==> src/rtl/div_pkg.sv <==
// Shared types and helpers for the sequential signed divider.
package div_pkg;

  typedef enum logic [1:0] {IDLE, CALC, FIX} div_state_t;

  // Widest operand abs_ext can handle; callers zero-extend into this width.
  localparam int ABS_W = 32;

  // Magnitude of a w-bit two's-complement value held in the low bits of v.
  // Result is w+1 bits wide in effect, so |MIN| = 2^(w-1) is representable.
  function automatic logic [ABS_W:0] abs_ext(input logic [ABS_W-1:0] v, input int w);
    logic [ABS_W:0] lim;
    logic [ABS_W:0] x;
    lim = (ABS_W+1)'(1) << w;
    x   = {1'b0, v} & (lim - (ABS_W+1)'(1));
    if (x >= (lim >> 1)) abs_ext = lim - x;
    else                 abs_ext = x;
  endfunction

endpackage

==> src/rtl/div_step.sv <==
// One restoring division step: shift in the next dividend bit, trial-subtract.
module div_step #(
  parameter int W = 5
) (
  input  logic [W-1:0] rem_i,
  input  logic         bit_i,
  input  logic [W-1:0] dvsr_i,
  output logic [W-1:0] rem_o,
  output logic         q_o
);

  logic [W:0] sh;

  always_comb begin
    sh    = {rem_i, bit_i};
    q_o   = (sh >= {1'b0, dvsr_i});
    rem_o = q_o ? W'(sh - {1'b0, dvsr_i}) : W'(sh);
  end

endmodule

==> src/rtl/div_seq.sv <==
// Sequential signed restoring divider, M cycles of iteration plus a sign-fix cycle.
// Optional macro DIV_ZERO_FAST_EN: B==0 skips the iteration and finishes in one cycle.
module div_seq
  import div_pkg::*;
#(
  parameter int M = 4
) (
  input  logic         clk,
  input  logic         rst_n,
  input  logic         start,
  input  logic [M-1:0] A,
  input  logic [M-1:0] B,
  output logic [M-1:0] Q,
  output logic [M-1:0] R,
  output logic         busy,
  output logic         done,
  output logic         C,
  output logic         N,
  output logic         V,
  output logic         Z
);

  localparam int           CW    = $clog2(M + 1);
  localparam logic [M-1:0] MIN_V = {1'b1, {(M-1){1'b0}}};

  div_state_t   state_q, state_d;
  logic [CW-1:0] cnt_q, cnt_d;
  logic [M:0]   rem_q, rem_d;
  logic [M:0]   dvsr_q, dvsr_d;
  logic [M-1:0] dvd_q, dvd_d;
  logic [M-1:0] a_q, a_d;
  logic         sa_q, sa_d, sb_q, sb_d, bz_q, bz_d, ovf_q, ovf_d;

  logic [M-1:0] q_q, q_d, r_q, r_d;
  logic         busy_q, busy_d, done_q, done_d;
  logic         c_q, c_d, n_q, n_d, v_q, v_d, z_q, z_d;

  logic [M:0]   a_mag, b_mag;
  logic [M:0]   step_rem;
  logic         step_q;
  logic [M-1:0] q_sgn, r_sgn;

  always_comb begin
    a_mag = (M+1)'(abs_ext(ABS_W'(A), M));
    b_mag = (M+1)'(abs_ext(ABS_W'(B), M));
  end

  div_step #(.W(M + 1)) u_step (
    .rem_i  (rem_q),
    .bit_i  (dvd_q[M-1]),
    .dvsr_i (dvsr_q),
    .rem_o  (step_rem),
    .q_o    (step_q)
  );

  // The dividend register doubles as the quotient: bits leave at the top, quotient bits enter at the bottom.
  always_comb begin
    state_d = state_q;
    cnt_d   = cnt_q;
    rem_d   = rem_q;
    dvsr_d  = dvsr_q;
    dvd_d   = dvd_q;
    a_d     = a_q;
    sa_d    = sa_q;
    sb_d    = sb_q;
    bz_d    = bz_q;
    ovf_d   = ovf_q;
    q_d     = q_q;
    r_d     = r_q;
    c_d     = c_q;
    n_d     = n_q;
    v_d     = v_q;
    z_d     = z_q;
    done_d  = 1'b0;
    q_sgn   = (sa_q ^ sb_q) ? (~dvd_q + 1'b1) : dvd_q;
    r_sgn   = sa_q ? (~M'(rem_q) + 1'b1) : M'(rem_q);

    case (state_q)
      IDLE: begin
        if (start) begin
          a_d     = A;
          sa_d    = A[M-1];
          sb_d    = B[M-1];
          bz_d    = (B == '0);
          ovf_d   = (A == MIN_V) && (B == '1);
          dvsr_d  = b_mag;
          dvd_d   = M'(a_mag);
          rem_d   = '0;
          cnt_d   = CW'(M);
          state_d = CALC;
`ifdef DIV_ZERO_FAST_EN
          if (B == '0) state_d = FIX;
`endif
        end
      end
      CALC: begin
        rem_d = step_rem;
        dvd_d = {dvd_q[M-2:0], step_q};
        cnt_d = cnt_q - 1'b1;
        if (cnt_q == CW'(1)) state_d = FIX;
      end
      FIX: begin
        if (bz_q) begin
          q_d = '1;
          r_d = a_q;
          c_d = 1'b1;
          n_d = 1'b1;
          v_d = 1'b0;
          z_d = 1'b0;
        end else begin
          // MIN / -1 wraps naturally to MIN here; only V needs forcing.
          q_d = q_sgn;
          r_d = r_sgn;
          c_d = 1'b0;
          n_d = q_sgn[M-1];
          v_d = ovf_q;
          z_d = (q_sgn == '0);
        end
        done_d  = 1'b1;
        state_d = IDLE;
      end
      default: state_d = IDLE;
    endcase

    busy_d = (state_d != IDLE);
  end

  always_ff @(posedge clk) begin
    if (!rst_n) begin
      state_q <= IDLE;
      cnt_q   <= '0;
      rem_q   <= '0;
      dvsr_q  <= '0;
      dvd_q   <= '0;
      a_q     <= '0;
      sa_q    <= 1'b0;
      sb_q    <= 1'b0;
      bz_q    <= 1'b0;
      ovf_q   <= 1'b0;
      q_q     <= '0;
      r_q     <= '0;
      busy_q  <= 1'b0;
      done_q  <= 1'b0;
      c_q     <= 1'b0;
      n_q     <= 1'b0;
      v_q     <= 1'b0;
      z_q     <= 1'b0;
    end else begin
      state_q <= state_d;
      cnt_q   <= cnt_d;
      rem_q   <= rem_d;
      dvsr_q  <= dvsr_d;
      dvd_q   <= dvd_d;
      a_q     <= a_d;
      sa_q    <= sa_d;
      sb_q    <= sb_d;
      bz_q    <= bz_d;
      ovf_q   <= ovf_d;
      q_q     <= q_d;
      r_q     <= r_d;
      busy_q  <= busy_d;
      done_q  <= done_d;
      c_q     <= c_d;
      n_q     <= n_d;
      v_q     <= v_d;
      z_q     <= z_d;
    end
  end

  assign Q    = q_q;
  assign R    = r_q;
  assign busy = busy_q;
  assign done = done_q;
  assign C    = c_q;
  assign N    = n_q;
  assign V    = v_q;
  assign Z    = z_q;

endmodule

==> config.mk <==
export PLATFORM = sky130hd
export DESIGN_NAME = div_seq
export DESIGN_NICKNAME = d
export VERILOG_FILES = /design/src/rtl/div_pkg.sv /design/src/rtl/div_step.sv /design/src/rtl/div_seq.sv
export SDC_FILE = /design/constraint.sdc
export NUM_CORES = 1
export LEC_CHECK = 0
export ABC_CLOCK_PERIOD_IN_PS = 2100
export BUFFER_PORTS_ARGS = -buffer_cell sky130_fd_sc_hd__buf_4
export CORE_UTILIZATION = 50
export DETAILED_ROUTE_END_ITERATION = 12
export PLACE_DENSITY_LB_ADDON = 0.2
export SKIP_CTS_REPAIR_TIMING = 1
export SLEW_MARGIN = 20
export SYNTH_ARGS = -nofsm -noshare
export SYNTH_HDL_FRONTEND = slang
export SYNTH_SLANG_ARGS = --single-unit
==> constraint.sdc <==
create_clock -name clk -period 2.1 [get_ports clk]
set_input_delay 0.105 -clock clk [delete_from_list [all_inputs] [get_ports clk]]
set_output_delay 0.105 -clock clk [all_outputs]
set_load 0.02 [all_outputs]
==> flow_summary.ini <==
[outcome]
outcome = finished clean

[floorplanning]
die_height_um = 65.97
rows = 22
num_io_pins = 25
initial_utilization_pct = 53.85
fp.dieArea_um2 = 4351
floorplan.die.width_um = 65.97
core_area_um2 = 3799

[layout]
multi_input_area_um2 = 1134
antennaDiodeCount = 0
syn_to_final_growth_pct = 17.06
nFillCells = 334
sequential_cell_area_um2 = 780.7
post_route_cells_drive_above_1_share_pct = 16.92
final_cell_mix = dfxtp_1 (39), nand2_1 (39), buf_4 (30)
finalNetCount = 289

[setup_path]
critPathKind = reg2reg
worstPathCellList = inv_1 -> ha_1 -> inv_1 -> fa_2 -> a211oi_2 -> o311ai_4 -> mux2i_1 -> a32o_1
crit_fanout = 6
critical_path_arrival_ps = 2140
timing.critical_path.mode_cell = inv_1
path_delay_family = compound AO/OA/AOI/OAI gates
crit_path_top_delay_cell = fa_2
worst_setup_path_start_kind = register
critical_path_required_ps = 2290
timing.critical_path.depth = 8
worst-r2r-cell-count = 8
crit_path_buffers_inverters = 2
max_stage_delay_ps = 350
cp-end-kind = register

[pwr]
peakVddDrop_mv = 0.4054
power_leakage_nw = 1.011
post-layout-total-power_mw = 1.824
power_density_cells_nw_per_um2 = 761.6

[timing]
final.setup_skew_ps = 9.627
drv_slew = 0
rsz0062_at_grt = false
max_slew.worst_pin.slew_ps = 538.4
setup_viol_count_final = 0
fmaxAchievable_mhz = 514.4
final.setup.tns_ps = 0
period_minus_slack_ps = 1944
finalHoldViolCount = 0
post-route-period-util_pct = 92.56
slew_limit_headroom_pct = 64.10

[drt]
drt-initial-drc-count = 86
route.detailed.drc = 0
drt_pre_antenna_iters = 4
wirelength_um = 4294
wl_per_cell_um = 13.68
vias = 1709
avgViaCountPerCell = 5.443
number_of_nets_with_antenna_violations_after_detailed_routing = 0

[global_route]
grt_first_pass_wirelength_um = 7534
grt_pass1_vias = 1657
global_route.overflow_total = 0
grt_antenna_before_repair = 0
pin_count_of_the_biggest_net_entering_global_routing = 39
track_usage_pct = 23.00

[clock_tree]
clock-sinks = 39
clk_pin_slew_ps = 90
cts_max_path_buffers = 2
cts_tree = done
clk-insertion-delay-late_ps = 300
cts_h_tree_depth = 2
root_buffer = clkbuf_8
cts_made_buffers = 5

[synthesis]
asyncSetResetFlopFracSynth_pct = 0
netlist_instances = 241
number_of_enable_type_register_cells_in_the_synthesized_netlist = 0
yosysTopAreaCell = dfxtp_1
synth_area_per_cell_um2 = 8.488
synth_cell_types = 45
ys_seq_area_share_pct = 38.17
yosys.area.top_type_share_pct = 38.17
synth.net_count = 265
synth-main-ff-cell = dfxtp_1
synth_area_leaders = dfxtp_1 (38%), ha_1 (7.3%), nand2_1 (7.2%)
synthesis.yosys.warnings = 0
postSynthRegisterBits = 39
mappedNetlistArea_um2 = 2046

[worst_hold_path]
hold_path.class = in2reg
holdPathStages = 3

[placement]
place_congestion = 0.8645
sum_of_net_half_perimeters_after_detailed_placement_um = 3108
numPortBuffers = 24

[run]
reported_max_cap_violation_count = 0
## per-layer routing
metal	global-route usage, %	routed length [um]	vias to the layer above
li1	-	-	880
met1	27.40	2020	790
met2	38.90	2066	31
met3	4.483	129	8
met4	11.70	78	0
met5	0	0	-
## metrics by stage
step           setup WS, ps  std cells  util [%]  cell area, um2  hold slack [ps]
6_report              156.2        314     63.04            2395            84.17
2_1_floorplan         148.4        241         -            2046            249.9
3_5_place_dp          56.58        306     59.78            2271            401.1
5_1_grt               24.79        314     63.04            2395            73.71
4_1_cts               44.41        314     62.85            2387            79.21
3_3_place_gp          107.7        306     59.78            2271            391.4
## state kept, by name (all words and copies together), names as in the netlist
signal and count:
done 1, a_q 4, rem_q 5, cnt_q 3, bz_q 1, sb_q 1
ovf_q 1, R 4, dvsr_q 5, V 1, dvd_q 4, busy 1
state_q 2, Q 4, Z 1, C 1
## worst paths after layout
check,from,to,slack [ps]
worst max register to register,dvd_q[3],rem_q[0],160
worst max-delay path,dvd_q[3],rem_q[0],160
worst min register to register,dvsr_q[3],dvsr_q[3],460
worst min-delay path,A[1],a_q[1],80
## cell families after synthesis
family | after synthesis | share of synthesized area, %
DFF | 39 | 38.17
buffers and inverters | 34 | 6.789
xor gates and xnor gates | 8 | 3.425
muxes | 4 | 2.018
AOI/OAI and AO/OA | 62 | 22.81
adders and majority gates | 13 | 8.318
and+or+nand+nor | 81 | 18.47
## layout make-up
class,count,share of cell area [%]
multi-input combinational,168,47.34
sequential,39,32.60
timing repair buffer,30,9.404
inverter,21,3.292
clock buffer,5,2.874
tap,48,2.508
clock inverter,3,1.985
## cells in the mapped netlist (2+ instances only)
cell / n
dfxtp_1: 39
nand2_1: 39
inv_1: 21
a21boi_0: 15
o21ai_0: 14
ha_1: 12
nor2_1: 10
nor2b_1: 8
nand3_1: 7
xnor2_1: 7
a21oi_1: 6
buf_2: 6
clkbuf_1: 6
o211a_1: 4
o211ai_1: 4
a222oi_1: 3
and2_1: 3
mux2i_1: 3
nand2b_1: 3
a31oi_1: 2
and3_1: 2
nand4_1: 2
nor3b_1: 2
o31ai_1: 2
## where the power goes
| part | internal, mW | switching (mW) | total, mW | leakage, nW |
|---|---|---|---|---|
| logic | 0.166 | 0.191 | 0.356 | 0.634 |
| registers | 0.776 | 0.0379 | 0.814 | 0.318 |
| clock network | 0.360 | 0.294 | 0.654 | 0.0587 |
| total | 1.30 | 0.522 | 1.82 | 1.01 |
## worst register-to-register path: stages, from the launching register on
cell and delay, ps:
dfxtp_1 340, inv_1 80, ha_1 150, inv_1 50
fa_2 350, a211oi_2 270, o311ai_4 180, mux2i_1 160
a32o_1 260
(Power assumes the default switching activity.)
